==> config.mk <==
export PLATFORM = sky130hd
export DESIGN_NAME = semaforo_sequencer
export DESIGN_NICKNAME = d
export VERILOG_FILES = /design/src/rtl/semaforo_pkg.sv /design/src/rtl/semaforo_sequencer_tick_gen.sv /design/src/rtl/semaforo_sequencer.sv
export SDC_FILE = /design/constraint.sdc
export NUM_CORES = 1
export LEC_CHECK = 0
export ABC_CLOCK_PERIOD_IN_PS = 10350
export CORE_MARGIN = 4
export CORE_UTILIZATION = 62
export DETAILED_ROUTE_END_ITERATION = 8
export PLACE_DENSITY = 0.83
export SKIP_CTS_REPAIR_TIMING = 1
export SYNTH_ARGS = -nofsm -noshare
export SYNTH_HDL_FRONTEND = slang
export SYNTH_SLANG_ARGS = --single-unit
export TNS_END_PERCENT = 30
==> constraint.sdc <==
create_clock -name clk -period 10.35 [get_ports clk]
set_clock_uncertainty 0.1 [all_clocks]
set_input_delay 1.5525 -clock clk [delete_from_list [all_inputs] [get_ports clk]]
set_output_delay 1.5525 -clock clk [all_outputs]
set_load 0.1 [all_outputs]
==> src/rtl/semaforo_pkg.sv <==
// Shared types, phase-code constants and helpers for the intersection phase sequencer.
package semaforo_pkg;

  typedef enum logic [1:0] {
    StFlash,
    StGreen,
    StAmber,
    StExt
  } state_t;

  typedef enum logic [1:0] {
    ModeFlash = 2'd0,
    ModeAuto  = 2'd1,
    ModeExt   = 2'd2
  } mode_t;

  localparam logic [3:0] CICLO_FLASH = 4'd0;
  localparam logic [3:0] CICLO_MAX   = 4'd8;

  function automatic logic [3:0] green_code(input logic [1:0] n);
    return {1'b0, n, 1'b1};
  endfunction

  function automatic logic [3:0] amber_code(input logic [1:0] n);
    return {1'b0, n, 1'b0} + 4'd2;
  endfunction

endpackage

==> src/rtl/semaforo_sequencer_tick_gen.sv <==
// Prescaler: half-second strobe, 1 Hz blink square wave and a once-per-second strobe.
module tick_gen #(
  parameter int unsigned CLK_HZ = 27_000_000
) (
  input  logic clk,
  input  logic rst,
  output logic half_tick,
  output logic sec_tick,
  output logic blink
);

  localparam int unsigned Half = CLK_HZ / 2;
  localparam int unsigned CntW = (Half > 1) ? $clog2(Half) : 1;

  logic [CntW-1:0] cnt_q, cnt_d;
  logic            blink_q, blink_d;

  assign half_tick = (cnt_q == CntW'(Half - 1));
  // Second boundary lands on the falling edge of blink.
  assign sec_tick  = half_tick & blink_q;
  assign blink     = blink_q;

  always_comb begin
    cnt_d   = half_tick ? '0 : cnt_q + 1'b1;
    blink_d = blink_q ^ half_tick;
  end

  always_ff @(posedge clk) begin
    if (rst) begin
      cnt_q   <= '0;
      blink_q <= 1'b0;
    end else begin
      cnt_q   <= cnt_d;
      blink_q <= blink_d;
    end
  end

endmodule

==> src/rtl/semaforo_sequencer.sv <==
// Four-approach phase sequencer: local green/amber cycling or ESP32 pass-through with a
// heartbeat watchdog, falling back to flashing amber between modes.
module semaforo_sequencer
  import semaforo_pkg::*;
#(
  parameter int unsigned CLK_HZ  = 27_000_000,
  parameter int unsigned GREEN_S = 20,
  parameter int unsigned BLINK_S = 3,
  parameter int unsigned AMBER_S = 3,
  parameter int unsigned FLASH_S = 5,
  parameter int unsigned WDT_S   = 3
) (
  input  logic       clk,
  input  logic       rst,
  input  logic       auto_en,
  input  logic [3:0] esp_ciclo,
  input  logic       esp_dest,
  input  logic       esp_alive,
  output logic [3:0] ciclo,
  output logic       destello,
  output logic       blink,
  output logic [1:0] mode,
  output logic       wdt_fault
);

  localparam int unsigned MaxGf = (GREEN_S > FLASH_S) ? GREEN_S : FLASH_S;
  localparam int unsigned MaxS  = (MaxGf > AMBER_S) ? MaxGf : AMBER_S;
  localparam int unsigned SecW  = $clog2(MaxS + 1);
  localparam int unsigned WdtW  = (WDT_S > 1) ? $clog2(WDT_S) : 1;

  localparam logic [SecW-1:0] FlashLast  = SecW'(FLASH_S - 1);
  localparam logic [SecW-1:0] GreenLast  = SecW'(GREEN_S - 1);
  localparam logic [SecW-1:0] AmberLast  = SecW'(AMBER_S - 1);
  localparam logic [SecW-1:0] GreenBlink = SecW'(GREEN_S - BLINK_S);
  localparam logic [WdtW-1:0] WdtLast    = WdtW'(WDT_S - 1);

  // {auto_en, esp_dest, esp_alive, esp_ciclo}
  logic [6:0] sync1_q, sync2_q;
  logic       auto_s, dest_s, alive_s;
  logic [3:0] ciclo_s;

  always_ff @(posedge clk) begin
    if (rst) begin
      sync1_q <= '0;
      sync2_q <= '0;
    end else begin
      sync1_q <= {auto_en, esp_dest, esp_alive, esp_ciclo};
      sync2_q <= sync1_q;
    end
  end

  assign auto_s  = sync2_q[6];
  assign dest_s  = sync2_q[5];
  assign alive_s = sync2_q[4];
  assign ciclo_s = sync2_q[3:0];

  logic half_tick, sec_tick, blink_nx;

  tick_gen #(
    .CLK_HZ(CLK_HZ)
  ) u_tick_gen (
    .clk      (clk),
    .rst      (rst),
    .half_tick(half_tick),
    .sec_tick (sec_tick),
    .blink    (blink)
  );

  // Blink value visible alongside the registered outputs.
  assign blink_nx = blink ^ half_tick;

  logic            alive_prev_q, alive_edge;
  logic [WdtW-1:0] wdt_cnt_q, wdt_cnt_d;
  logic            wdt_fault_q, wdt_fault_d;

  assign alive_edge = alive_s ^ alive_prev_q;

  always_comb begin
    wdt_cnt_d   = wdt_cnt_q;
    wdt_fault_d = wdt_fault_q;
    if (alive_edge) begin
      wdt_cnt_d   = '0;
      wdt_fault_d = 1'b0;
    end else if (sec_tick && !wdt_fault_q) begin
      if (wdt_cnt_q == WdtLast) wdt_fault_d = 1'b1;
      else                      wdt_cnt_d   = wdt_cnt_q + 1'b1;
    end
  end

  state_t          state_q, state_d;
  logic [1:0]      appr_q, appr_d;
  logic [SecW-1:0] sec_q, sec_d;
  logic [3:0]      ciclo_q, ciclo_d;
  logic            dest_q, dest_d;
  mode_t           mode_q, mode_d;

  always_ff @(posedge clk) begin
    if (rst) begin
      alive_prev_q <= 1'b0;
      wdt_cnt_q    <= '0;
      wdt_fault_q  <= 1'b0;
      state_q      <= StFlash;
      appr_q       <= 2'd0;
      sec_q        <= '0;
      ciclo_q      <= CICLO_FLASH;
      dest_q       <= 1'b0;
      mode_q       <= ModeFlash;
    end else begin
      alive_prev_q <= alive_s;
      wdt_cnt_q    <= wdt_cnt_d;
      wdt_fault_q  <= wdt_fault_d;
      state_q      <= state_d;
      appr_q       <= appr_d;
      sec_q        <= sec_d;
      ciclo_q      <= ciclo_d;
      dest_q       <= dest_d;
      mode_q       <= mode_d;
    end
  end

  always_comb begin
    state_d = state_q;
    appr_d  = appr_q;
    sec_d   = sec_tick ? sec_q + 1'b1 : sec_q;
    unique case (state_q)
      StFlash: begin
        if (sec_tick && sec_q == FlashLast) begin
          sec_d = '0;
          if (auto_s) begin
            state_d = StGreen;
            appr_d  = 2'd0;
          end else if (!wdt_fault_d) begin
            state_d = StExt;
          end
        end
      end
      StGreen: begin
        if (sec_tick && sec_q == GreenLast) begin
          sec_d   = '0;
          state_d = StAmber;
        end
      end
      StAmber: begin
        if (sec_tick && sec_q == AmberLast) begin
          sec_d = '0;
          if (auto_s) begin
            state_d = StGreen;
            appr_d  = appr_q + 2'd1;
          end else begin
            state_d = StFlash;
          end
        end
      end
      StExt: begin
        sec_d = '0;
        // wdt_fault is always clear while in EXT, so a set here is its rising edge.
        if (wdt_fault_d || auto_s) state_d = StFlash;
      end
    endcase
  end

  always_comb begin
    ciclo_d = CICLO_FLASH;
    dest_d  = 1'b0;
    mode_d  = ModeFlash;
    unique case (state_d)
      StFlash: dest_d = blink_nx;
      StGreen: begin
        ciclo_d = green_code(appr_d);
        dest_d  = blink_nx & (sec_d >= GreenBlink);
        mode_d  = ModeAuto;
      end
      StAmber: begin
        ciclo_d = amber_code(appr_d);
        mode_d  = ModeAuto;
      end
      StExt: begin
        ciclo_d = (ciclo_s <= CICLO_MAX) ? ciclo_s : CICLO_FLASH;
        dest_d  = dest_s & blink_nx;
        mode_d  = ModeExt;
      end
    endcase
  end

  assign ciclo     = ciclo_q;
  assign destello  = dest_q;
  assign mode      = mode_q;
  assign wdt_fault = wdt_fault_q;

endmodule
* Word level (Yosys, flattened, before mapping) *
Index checks and enable logic that the tools add are counted.

operators by class
  $add $sub $neg = 5
  $lt $le $gt $ge = 2
  equal/unequal tests = 11
  muxes and demuxes = 25
  bitwise logic cells = 6
  reduce and logical (&&, ||, !) cells = 12

operator list
  cell                     number
  $add A24 B1 Y24 const B  1
  $eq A24 B24 Y1 const B   1
  $mux W2                  10
  $mux W5                  4
  $pmux W5 S4              1
  $pmux W4 S3              1
  $eq A2 B2 Y1 const B     5
  $pmux W2 S2              2
  $pmux W2 S4              1
  $reduce_or A2 Y1         3
  $add A5 B1 Y5 const B    1
  $eq A5 B2 Y1 const B     1
  $eq A5 B3 Y1 const B     1
  $eq A5 B5 Y1 const B     1
  $ge A5 B5 Y1 const B     1
  $add A2 B1 Y2 const B    2
  $add A3 B2 Y4 const B    1
  $eq A2 B1 Y1 const B     2
  $le A4 B4 Y1 const B     1
  $logic_and A1 B1 Y1      4
  $logic_not A2 Y1         2
  $mux W1                  4
  $mux W4                  1
  $and A1 B1 Y1            3
  other kinds (6)          7

word-level totals
  bits in registers = 59
  input port bits = 9
  output and inout bits = 9

* Longest topological paths before layout *
Gate-level depths: netlist of the first run.

  word-level depth = 12
  gate-level depth with buffers = 16

* Cells and area by module *
From an unflattened synthesis of the first run, not the netlist that was laid out.

unflattened totals
  cells, all modules = 300
  area, all modules = 2735.1 um^2

by module, submodules not included
  module              instances  cells an instance  area each (um^2)  seq. area each (um^2)
  semaforo_sequencer  1          162                1549.0            680.7
  tick_gen            1          138                1186.1            500.5

* Worst setup path after synthesis of the first run *
No wires, ideal clock.

  kind = register to register
  start = register u_tick_gen.cnt_q[0]
  end = register ciclo_q[1] (netlist: ciclo[1])
  data arrival time = 3627 ps
  required time = 10147 ps
  path slack = 6520 ps
  stages on the path, launching flop included = 17
  buffers on the path = 2
  period minus slack after synthesis = 3830 ps
  cell sequence = dfxtp_1 > ha_1 > and4_1 > clkbuf_1 > nand2_1 > nor4_1 > ha_1 > buf_2 > nor4b_1 > nand3_1 > nand3_1 > o211ai_1 > inv_1 > ha_1 > nor2b_1 > a21oi_1 > a2111oi_2

between the ends
  longest elaborated chain between the ends = 11
  elaborated cells between the ends (all ways) = 24

RTL lines
  item                                          RTL line                           RTL
  from (decl)                                   semaforo_sequencer_tick_gen.sv:15  logic [CntW-1:0] cnt_q, cnt_d;
  from (signal assigned)                        semaforo_sequencer_tick_gen.sv:33  cnt_q <= cnt_d;
  $eq A24 B24 Y1 *                              semaforo_sequencer_tick_gen.sv:18  assign half_tick = (cnt_q == CntW'(Half - 1));
  $and A1 B1 Y1 *                               semaforo_sequencer_tick_gen.sv:20  assign sec_tick = half_tick & blink_q;
  $logic_and A1 B1 Y1                           semaforo_sequencer.sv:84           end else if (sec_tick && !wdt_fault_q) begin
  $mux W1                                       semaforo_sequencer.sv:84
  $mux W1                                       semaforo_sequencer.sv:81           if (alive_edge) begin
  $mux W2                                       semaforo_sequencer.sv:132          end else if (!wdt_fault_d) begin
  $mux W2                                       semaforo_sequencer.sv:129          if (auto_s) begin
  $mux W2                                       semaforo_sequencer.sv:127          if (sec_tick && sec_q == FlashLast) begin
  $pmux W2 S4 *                                 semaforo_sequencer.sv:125          unique case (state_q)
  via state_d[0]                                semaforo_sequencer.sv:90           state_t state_q, state_d;
  $eq A2 B2 Y1 or $eq A2 B1 Y1 (tied branches)  semaforo_sequencer.sv:166          unique case (state_d)
  $pmux W4 S3 *                                 semaforo_sequencer.sv:166
  to (signal assigned)                          semaforo_sequencer.sv:115          ciclo_q <= ciclo_d;
  to (decl)                                     semaforo_sequencer.sv:93           logic [3:0] ciclo_q, ciclo_d;

The timed path passes the listed nets; every way through them passes the cells marked *.
A chain may end at the register's enable or synchronous reset.

* Worst setup path in the final report of the first run *
Same ends and word-level chain as after synthesis.

==> out/qor.txt, run 1 <==
Top FF cell, synth: dfxtp_1
max-cap viol count: 0
GRT Overall Usage: 0.2120
Slew @ Worst Pin: 1.002 ns
Sequential Power Share: 0.462
WP data required: 10.48 ns
P_sw: 0.1050 mW
fin crit period: 4.618 ns
worst path arrival time: 4.74 ns
most frequent cells in the layout: dfxtp_1 (59), nor2_1 (41), nor2b_1 (24)
Root Buffer: clkbuf_8
Hold Crit Depth: 1
Setup crit start kind: flip-flop
sequential share of the synthesized area: 0.4438
starting density of the core: 0.6513
Vias/cell: 5.639
routed via count: 2030
Syn Area/Cell: 9.273 um2
drt drc: 0
Worst Path Class, Setup: flip-flop to flip-flop
row count: 23
Leak: 1.194 nW
Top Ports: 18
f_max: 216.5 MHz
Tcrit/Tclk final: 0.4462
Core Footprint: 4086 um2
drt initial violations: 149
CTS Sinks: 59
switch share: 0.2085
fin util: 0.7596
RSZ-0062 raised after global routing: false
max_slew headroom: 0.3258
total power: 0.5035 mW
status: finished, final reports clean
most common cell after layout, fill and taps aside: dfxtp_1
Die Area: 5404 um2
fraction of layout cells with a size suffix above 1: 0.08065
pin count of the biggest net entering global routing: 33
htree depth: 3
first-pass GRT wire length: 8832 um
Die X: 73.52 um
worst-skew pair later-pin latency: 0.33 ns
HPWL after DPL: 3431 um
clk slew on worst S/H paths: 0.07 ns
CTS buffer count: 9
max-slew violation count: 0
Synth cell types: 49
Synth Instances: 287
grt ovf: 0
Min-Delay Endpoint: sync2_q[6]
FF-to-FF path depth: 14
FILL cells: 297
asr flop ratio synth: 0
CTS tree: done
post-route antenna net violation count: 0
diode count: 0
routability cong.: 0.8320
Power Dens Cells: 162.2 nW/um2
final hold vios: 0
total negative slack: 0 ns
Hold WC Path Type: flip-flop to flip-flop
number of enable flip-flop cells after synthesis: 0
Die Ht: 73.52 um
area grow syn2layout: 16.64%
number of port buffers: 17
Max FO, Critical Path: 11
r2r setup slk: 5.73 ns
Synth Net Count: 310
initial antenna violation count: 0
internal power: 0.3986 mW
dpl ws: 5.938 ns
Max VDD drop: 144.3 uV
Syn Std Cell Area: 2661 um2
min-delay src: sync1_q[6]
Setup crit end kind: flip-flop
Synth Register Bits: 59
yosys warns: 0
WHS: 0.3414 ns
WL per Instance: 14.01 um
FF-to-FF Start: u_tick_gen.cnt_q[0]
reg2reg end: ciclo[1]
Comb pwr share: 0.024
NumNets Final: 328
clock share of power: 0.514
Routed WL: 5044 um
CTS max path bufs: 2
final setup vio count: 0
vias in the first global route: 1906
first drt pass iteration count: 4
Final WS setup: 5.732 ns
metrics by stage:
| step | cells | area [um2] |
|---|---|---|
| floorplan | 287 | 2661 |
| finish | 360 | 3104 |
| CTS | 360 | 3104 |
| global placement | 344 | 2856 |
| global route | 360 | 3104 |
| detailed placement | 344 | 2856 |
worst max path at each step:
stage / from / end / cells past startpoint
2_1_floorplan: u_tick_gen.cnt_q[0] / ciclo[1] / 16
3_3_place_gp: u_tick_gen.cnt_q[0] / ciclo[1] / 14
5_1_grt: u_tick_gen.cnt_q[0] / ciclo[1] / 14
3_5_place_dp: u_tick_gen.cnt_q[0] / ciclo[1] / 14
6_report: u_tick_gen.cnt_q[0] / ciclo[1] / 14
4_1_cts: u_tick_gen.cnt_q[0] / ciclo[1] / 14
power groups by stage:
stage	clock network [mW]	registers [mW]	logic [mW]
after floorplan	0	0.237	0.00775
final	0.259	0.233	0.0123
after CTS	0.263	0.232	0.0124
after global placement	0	0.238	0.0119
after global routing	0.274	0.233	0.0140
after detailed placement	0	0.238	0.0123
layer usage:
layer,GRT usage,routed length (um),vias up
met4,0.07646,15,0
met5,0,0,-
met1,0.3016,2533,967
met2,0.3012,2310,32
met3,0.06566,185,2
li1,-,-,1029
cell usage after synthesis (3+ instances only):
| cell | n | share of area |
|---|---|---|
| nand4_1 | 11 | 0.026 |
| ha_1 | 14 | 0.066 |
| and3_1 | 6 | 0.014 |
| xor2_1 | 15 | 0.049 |
| buf_2 | 3 | 0.0056 |
| inv_1 | 10 | 0.014 |
| nor3_1 | 6 | 0.011 |
| clkbuf_1 | 8 | 0.011 |
| or2_2 | 3 | 0.0071 |
| nand3_1 | 10 | 0.019 |
| nor4b_1 | 3 | 0.0099 |
| nand2_1 | 9 | 0.013 |
| xnor2_1 | 13 | 0.043 |
| nor2b_1 | 24 | 0.056 |
| nor4_1 | 3 | 0.0071 |
| nor2_1 | 41 | 0.058 |
| dfxtp_1 | 59 | 0.44 |
| a21oi_1 | 6 | 0.011 |
| and4_1 | 5 | 0.016 |
final cells by class:
class | count | area (um2) | share of cell area
inverter | 11 | 41.29 | 0.01330
tap | 50 | 62.56 | 0.02015
clock buffer | 9 | 123.9 | 0.03990
sequential | 59 | 1181 | 0.3805
multi-input combinational | 206 | 1394 | 0.4490
clock inverter | 7 | 123.9 | 0.03990
timing repair buffer | 18 | 177.7 | 0.05723
kinds of logic after synthesis:
logic type / synth area share
AND/OR/NAND/NOR: 0.2703
XOR/XNOR: 0.09215
multiplexers: 0.003761
buffers and inverters: 0.03244
AO/OA/AOI/OAI: 0.09168
adder cells (fa/ha/maj): 0.06582
flip-flops: 0.4438
registers in the layout, summed over array words and instances, names as in the netlist, 2 cells and up:
| signal | flops |
|---|---|
| state_q | 2 |
| sync1_q | 7 |
| sec_q | 5 |
| ciclo | 4 |
| appr_q | 2 |
| u_tick_gen.cnt_q | 24 |
| mode | 2 |
| wdt_cnt_q | 2 |
| sync2_q | 7 |
critical path, cell delays in order (launching register included):
cell and delay (ns):
dfxtp_1 0.37, ha_1 0.22, and4_1 0.31, nand2_1 0.11, nor4_1 0.38, ha_1 0.45, nor4b_1 0.67, nand3_1 0.28
nand3_1 0.13, o211ai_1 0.26, inv_1 0.21, ha_1 0.25, nor2b_1 0.29, a21oi_1 0.13, a2111oi_2 0.36
No activity file was read; power rests on OpenSTA's default activity.
==> run 2: changes to the inputs <==
Settings changed: ABC_CLOCK_PERIOD_IN_PS 10350 to 4790, CORE_UTILIZATION 62 to 58, PLACE_DENSITY 0.83 to 0.79.
Clock period 10.35 ns to 4.79 ns, I/O delays scaled along.
==> out/qor.txt, run 2 (synthesized netlist as in run 1, its figures left out) <==
Final WS setup: 0.5487 ns
worst-skew pair later-pin latency: 0.33 ns
grt ovf: 0
routed via count: 2023
register area: 1181 um2
Top reg by flops: u_tick_gen.cnt_q
final setup vio count: 0
CTS buffer count: 9
WL per Instance: 13.43 um
multi-input logic area: 1403 um2
total negative slack: 0 ns
first-pass GRT wire length: 8286 um
NumNets Final: 328
drt initial violations: 113
Power Dens Cells: 316.5 nW/um2
Slew @ Worst Pin: 0.9728 ns
Max VDD drop: 269.1 uV
Tcrit/Tclk final: 0.8855
Setup crit end kind: flip-flop
Hold WC Path Type: flip-flop to flip-flop
WP data required: 4.93 ns
most frequent cells in the layout: dfxtp_1 (59), nor2_1 (41), nor2b_1 (24)
clk slew on worst S/H paths: 0.07 ns
max_slew headroom: 0.3495
RSZ-0062 raised after global routing: false
final hold vios: 0
vias in the first global route: 1845
fin crit period: 4.241 ns
f_max: 235.8 MHz
row count: 24
most common cell after layout, fill and taps aside: dfxtp_1
Vias/cell: 5.604
GRT Overall Usage: 0.1932
Top delay family on crit path: simple AND/OR/NAND/NOR gates
Die Ht: 75.74 um
r2r setup slk: 0.55 ns
HPWL after DPL: 3411 um
fraction of layout cells with a size suffix above 1: 0.08414
CTS tree: done
drt drc: 0
dpl ws: 0.4159 ns
max-slew violation count: 0
FILL cells: 323
number of port buffers: 17
Core Footprint: 4384 um2
initial antenna violation count: 0
Leak: 1.164 nW
diode count: 0
Die Area: 5737 um2
area grow syn2layout: 14.95%
CTS Sinks: 59
max reg flops: 24
Max FO, Critical Path: 11
cell mode on critical path: ha_1
Setup crit start kind: flip-flop
crit-path cells: ha_1 > and4_1 > nand2_1 > nor4_1 > ha_2 > or3b_4 > nor3_1 > a31oi_1 > or2_2 > inv_2 > ha_1 > nor2b_1 > a21oi_1 > a2111oi_2
htree depth: 3
post-route antenna net violation count: 0
max-cap viol count: 0
crit-path max cell delay: 0.44 ns
status: finished, final reports clean
Die X: 75.74 um
sum of buffers and inverters on the critical path: 1
CTS max path bufs: 2
starting density of the core: 0.6070
Routed WL: 4848 um
pin count of the biggest net entering global routing: 33
worst path arrival time: 4.38 ns
Worst Path Class, Setup: flip-flop to flip-flop
Top Ports: 18
Top Registers: u_tick_gen.cnt_q (24), sync1_q (7), sync2_q (7)
Crit-path slowest cell: or3b_4
routability cong.: 0.9327
first drt pass iteration count: 5
Root Buffer: clkbuf_8
==> run 2: changes by cell type in the layout (fill, tap and decap cells not counted), sizes merged <==
cell and change:
clkinv +2, clkinvlp +1, inv -2, bufinv -2
==> run 2: layer usage <==
layer | GRT usage | up-vias | share of wire
met5 | 0 | - | 0
met1 | 0.2535 | 933 | 0.47
met3 | 0.05409 | 10 | 0.050
met4 | 0.09709 | 0 | 0.020
met2 | 0.2899 | 45 | 0.46
li1 | - | 1035 | -
==> run 2: area by class of cell <==
cell class	instances	area share
Sequential cell	59	0.3861
Tap cell	52	0.02127
Timing Repair Buffer	18	0.05808
Inverter	11	0.01350
Clock buffer	9	0.04049
Clock inverter	6	0.02209
Multi-Input combinational cell	206	0.4585
==> run 2: path summary, 6_finish.rpt <==
kind | from | endpoint | cells after the start
setup / recovery | u_tick_gen.cnt_q[0] | ciclo[1] | 14
hold / removal | sync1_q[1] | sync2_q[1] | 1
setup reg to reg | u_tick_gen.cnt_q[0] | ciclo[1] | 14
hold reg to reg | sync1_q[1] | sync2_q[1] | 1
==> run 2: report_power, final <==
part / internal [mW] / leakage, nW / switching (mW) / total (mW)
logic: 0.0130 / 0.594 / 0.0130 / 0.0260
clock network: 0.238 / 0.0913 / 0.202 / 0.440
registers: 0.498 / 0.479 / 0.00413 / 0.502
==> run 2: metrics by stage <==
stage	util	std cells	cell area (um2)	power, mW	hold slack, ns
finish	0.6978	361	3059	0.9682	0.3360
global route	0.6978	361	3059	0.9987	0.3602
CTS	0.6958	361	3050	0.9736	0.3387
detailed placement	0.6521	346	2859	0.5398	0.3226
global placement	0.6521	346	2859	0.5390	0.3192
floorplan	-	287	2661	0.5292	0.3138
==> run 2: worst reg2reg max path, stage by stage (launching register included) <==
cell	delay, ns
dfxtp_1	0.37
ha_1	0.21
and4_1	0.29
nand2_1	0.10
nor4_1	0.34
ha_2	0.38
or3b_4	0.44
nor3_1	0.28
a31oi_1	0.15
or2_2	0.37
inv_2	0.10
ha_1	0.22
nor2b_1	0.30
a21oi_1	0.14
a2111oi_2	0.35
==> variant 1, RTL diff (settings of run 1) <==
Make the reset (`rst`) asynchronous in 3 clocked blocks.
--- a/src/rtl/semaforo_sequencer_tick_gen.sv
+++ b/src/rtl/semaforo_sequencer_tick_gen.sv
@@ -25,7 +25,7 @@
     blink_d = blink_q ^ half_tick;
   end
 
-  always_ff @(posedge clk) begin
+  always_ff @(posedge clk or posedge rst) begin
     if (rst) begin
       cnt_q   <= '0;
       blink_q <= 1'b0;
--- a/src/rtl/semaforo_sequencer.sv
+++ b/src/rtl/semaforo_sequencer.sv
@@ -39,7 +39,7 @@
   logic       auto_s, dest_s, alive_s;
   logic [3:0] ciclo_s;
 
-  always_ff @(posedge clk) begin
+  always_ff @(posedge clk or posedge rst) begin
     if (rst) begin
       sync1_q <= '0;
       sync2_q <= '0;
@@ -94,7 +94,7 @@
   logic            dest_q, dest_d;
   mode_t           mode_q, mode_d;
 
-  always_ff @(posedge clk) begin
+  always_ff @(posedge clk or posedge rst) begin
     if (rst) begin
       alive_prev_q <= 1'b0;
       wdt_cnt_q    <= '0;
Formal check against the unedited RTL: no difference found for any inputs over 10 cycles, from zero or initial values and one cycle with rst high; that may be too few to reach the edited logic, so the function may still have changed.
==> variant 1 against run 1 <==
  * Die area is 3.8% higher
  * Design area increased by 1.9%
  * Highest routed layer unchanged
  * Sequential cell count unchanged
  * Setup slack gained 0.18 ns
  * First-iteration DRC count down 24%
  * Wire length shrank 4.5%
  * Clock power decreased by 20%
  * Synthesized area grew 4.2%
  * Worst hold slack worse by 0.090 ns
  * Count of clock-buffer cells in the layout grew 4
  * Via count down 9.3%
  * Total power is 11% lower
  * Sequential share of layout area grew 8.6 points
==> variant 1: results (changes against run 1) <==
[placed_design]
routabilityCongestion=0.8536  ; +2.6%
postPlaceCellArea_sq_um=2970  ; +4.0%
io_buffers=17  ; unchanged
dp_hpwl_microns=3155  ; -8.1%
pre_cts_slack_ns=5.985  ; +0.04698 ns
dp_cells=308  ; -10%

[setup_path]
cp_max_fo=18  ; +7
max_stage_delay_ns=0.63  ; -0.04 ns
timing.rr.start=u_tick_gen.cnt_q[9]$_DFF_PP0_
crit_slowest_cell=and4_1
endpoint=ciclo[1]$_DFF_PP0_
critPathLaunch=u_tick_gen.cnt_q[9]$_DFF_PP0_
arrival_ns=4.58  ; -0.16 ns
rrSetupSlack_ns=5.91  ; +0.18 ns

[outcome]
outcome=complete, no violations

[drt]
wl_microns=4818  ; -4.5%
wl_per_cell_microns=14.92  ; +6.5%
drtIter0Drc=113  ; -24%
avgViaCountPerCell=5.703  ; +1.1%

[grt]
grt_pass1_vias=1897  ; -0.47%
antenna_found_initial=0  ; unchanged
grt_pass1_wl_microns=8507  ; -3.7%
grt_use_total=0.2063  ; -0.005617
grt_max_degree=60  ; +82%

[finish]
n_antenna_cell=0  ; unchanged
fillers=297  ; unchanged
drive_above_1_share=0.09594  ; +0.01530
fin_nets=290  ; -12%
reg.largest.list=u_tick_gen.cnt_q x24, sync1_q x7, sync2_q x7

[synthesis]
ys_seq_area_frac=0.5323  ; +0.08843
ys_top_cells_by_area=dfrtp_1, ha_1, xor2_1
yosysWarnings=0  ; unchanged
synth.cells.most_frequent=dfrtp_1, nor2_1, xor2_1, ha_1, nand4_1
netlist_instances=244  ; -15%
synth_flop_cell=dfrtp_1
syn_nets=267  ; -14%
ys_types=52  ; +6.1%
synth-async-reset-ratio=1.000  ; +1.000

[clock_network]
ctsRootBufferMaster=clkbuf_8
path_clk_slew_ns=0.06
cts_buffers=9  ; unchanged
clk_latency_ns=0.33  ; about the same
htreeDepth=3  ; unchanged

[sta]
whs_ns=0.2511  ; -0.09026 ns
setup_tns_ns=0  ; unchanged
fmaxAchievable_ghz=0.2253  ; +4.1%
slew-limit-headroom=0.3415  ; +0.01566

[power]
ir_drop_uv=117.1  ; -19%
internal-power_mw=0.3597  ; -9.7%
clockPowerShare=0.458  ; -0.056
p_comb_frac=0.019  ; -0.005
leakage_nw=1.479  ; +24%
p_sw_frac=0.1994  ; -0.009146

[min_path]
holdPathStages=0  ; -1
worstHoldStart=sync1_q[0]$_DFF_PP0_
hold_path.class=reg2reg
min_to=sync2_q[0]$_DFF_PP0_

[variant 1: metal layers]
layer / share of wire / GRT usage / wire length [microns] / vias to the layer above
met5: 0 / 0 / 0 / -
met4: 0.015 / 0.1245 / 72 / 0
met3: 0.053 / 0.06275 / 254 / 8
met2: 0.47 / 0.3201 / 2280 / 46
met1: 0.46 / 0.2538 / 2210 / 891
li1: - / - / - / 897
[variant 1: kinds of logic (layout without fill, tap and decap cells)]
kind of cell,after synthesis,in the layout,synth area share
and+or+nand+nor,92,92,0.1818
xor gates and xnor gates,27,27,0.08525
AOI/OAI and AO/OA,30,30,0.08976
muxes,4,4,0.01489
adders and majority gates,14,14,0.06315
DFF,59,59,0.5323
buffers and inverters,18,45,0.03292
[variant 1: final cells by class]
cell class	count	area, sq um	area share
Tap cell	52	65.06	0.02056
Clock buffer	13	158.9	0.05022
Multi-Input combinational cell	167	1206	0.3812
Inverter	12	45.04	0.01423
Sequential cell	59	1476	0.4666
Timing Repair Buffer	18	177.7	0.05615
Clock inverter	2	35.03	0.01107
==> variant 2, RTL diff (settings of run 1) <==
Made on the original files. The parameter `GREEN_S` goes from 20 to 40.
--- a/src/rtl/semaforo_sequencer.sv
+++ b/src/rtl/semaforo_sequencer.sv
@@ -4,7 +4,7 @@
   import semaforo_pkg::*;
 #(
   parameter int unsigned CLK_HZ  = 27_000_000,
-  parameter int unsigned GREEN_S = 20,
+  parameter int unsigned GREEN_S = 40,
   parameter int unsigned BLINK_S = 3,
   parameter int unsigned AMBER_S = 3,
   parameter int unsigned FLASH_S = 5,
Formal check against the unedited RTL: no difference found for any inputs over 10 cycles, from zero or initial values and one cycle with rst high; that may be too few to reach the edited logic, so the function may still have changed.
==> variant 2 against run 1 <==
  * Sequential cell count rose by 1
  * First-iteration DRC count shrank 4.7%
  * Setup slack gained 0.40 ns
  * Total power decreased by 18%
  * Critical path type unchanged
  * Critical endpoint unchanged
  * Wire length shrank 0.57%
  * Design area shrank 1.2%
  * Via count rose by 3.4%
  * Clock power shrank 36%
  * Synthesized area rose by 3.1%
  * Largest power group is now sequential cells
==> variant 2: results (changes against run 1) <==
[finish]
fillers=317  ; +6.7%
reg.largest.list=u_tick_gen.cnt_q x24, sync1_q x7, sync2_q x7
drive_above_1_share=0.06854  ; -0.01211
fin_nets=339  ; +3.4%
n_antenna_cell=0  ; unchanged

[clock_network]
clk_latency_ns=0.33  ; about the same
path_clk_slew_ns=0.06
htreeDepth=3  ; unchanged
ctsRootBufferMaster=clkbuf_8
clk_path_buf_depth=2  ; unchanged
cts_buffers=9  ; unchanged

[min_path]
hold_path.class=reg2reg
worstHoldStart=sync1_q[2]$_SDFF_PP0_

[setup_path]
crit_slowest_cell=ha_1
start_kind=register
cp_max_fo=15  ; +4
timing.rr.start=u_tick_gen.cnt_q[9]$_SDFF_PP0_
arrival_ns=4.34  ; -0.40 ns
max_stage_delay_ns=0.54  ; -0.13 ns

[placed_design]
routabilityCongestion=0.9003  ; +8.2%
dp_hpwl_microns=3462  ; +0.91%
io_buffers=17  ; unchanged

[synthesis]
ys_seq_area_frac=0.4378  ; -0.006061
ys_types=55  ; +12%
yosysWarnings=0  ; unchanged
synth.cells.most_frequent=dfxtp_1, nor2_1, nor2b_1, xor2_1, nand3_1
yosysTopAreaCell=dfxtp_1
synth-async-reset-ratio=0  ; unchanged
ys_top_cells_by_area=dfxtp_1, nor2_1, xor2_1
syn_nets=324  ; +4.5%

[drt]
drtIter0Drc=142  ; -4.7%
wl_per_cell_microns=13.52  ; -3.5%
first_pass_iters=5  ; +1
avgViaCountPerCell=5.658  ; +0.33%

[power]
leakage_nw=1.133  ; -5.1%
ir_drop_uv=117.5  ; -19%

[sta]
worst_pin_slew_ns=0.9937  ; -0.008329 ns
fmaxAchievable_ghz=0.2370  ; +9.5%
setup_tns_ns=0  ; unchanged

[grt]
antenna_found_initial=0  ; unchanged
grt_use_total=0.2051  ; -0.006816
grt_pass1_vias=1909  ; +0.16%
grt_pass1_wl_microns=8666  ; -1.9%
grt_max_degree=32  ; -3.0%

[outcome]
outcome=complete, no violations

==> variant 2: cell types whose count changed after synthesis, sizes merged, moves of 3 or more <==
cell	before	now
and4	5	2
nor2	41	45
xnor2	13	10
xor2	15	19
inv	11	14
nand3	10	17
nand4	11	8
o21ai	2	5
nor2b	24	20
==> variant 2: critical path: cells and delay by family, from the launching register on <==
| kind | cells | cell delay (ns) |
|---|---|---|
| compound gates | 3 | 0.59 |
| fa+ha+maj | 2 | 0.75 |
| buf+inv | 2 | 0.20 |
| flops | 1 | 0.39 |
| simple gates | 8 | 2.09 |
==> variant 2: final timing paths <==
path,depth (start not counted),end,slack [ns]
setup / recovery,15,ciclo[1]$_SDFF_PP0_,6.13
hold / removal,1,sync2_q[2]$_SDFF_PP0_,0.34
setup reg to reg,15,ciclo[1]$_SDFF_PP0_,6.13
hold reg to reg,1,sync2_q[2]$_SDFF_PP0_,0.34
==> variant 2: power by group <==
group / leakage [nW] / switching [mW] / total, mW / internal, mW
sequential: 0.487 / 0.00196 / 0.237 / 0.235
combinational: 0.566 / 0.00601 / 0.0118 / 0.00582
clock: 0.0800 / 0.0806 / 0.165 / 0.0844
==> variant 2: stage by stage <==
stage | cells | total power, mW | setup slack, ns | utilization | instance area (sq um)
after CTS | 371 | 0.4192 | 6.149 | 0.7403 | 3068
after floorplan | 302 | 0.2485 | 6.814 | - | 2744
after detailed placement | 356 | 0.2533 | 6.176 | 0.7041 | 2918
after global placement | 356 | 0.2528 | 6.394 | 0.7041 | 2918
after global routing | 371 | 0.4318 | 5.692 | 0.7403 | 3068
final | 371 | 0.4134 | 6.131 | 0.7403 | 3068
==> variant 2: area by class of cell <==
cell class	count	area [sq um]	area share
Timing Repair Buffer	18	177.7	0.05791
Tap cell	50	62.56	0.02039
Inverter	14	52.55	0.01713
Clock buffer	12	135.1	0.04405
Sequential cell	60	1201	0.3915
Multi-Input combinational cell	214	1424	0.4641
Clock inverter	3	15.01	0.004894
==> variant 2: routing by layer <==
layer,vias to the layer above,part of all wire,GRT usage
met4,0,0.016,0.09091
met2,31,0.46,0.3073
met1,989,0.49,0.2755
li1,1070,-,-
met3,9,0.037,0.05811
met5,-,0,0
==> variant 2: kinds of logic after synthesis <==
logic type | Yosys count | synth area share
DFF | 60 | 0.4378
adders and majority gates | 13 | 0.05928
and+or+nand+nor | 136 | 0.2649
buffers and inverters | 28 | 0.04332
muxes | 4 | 0.01550
xor gates and xnor gates | 29 | 0.09257
AOI/OAI and AO/OA | 32 | 0.08664
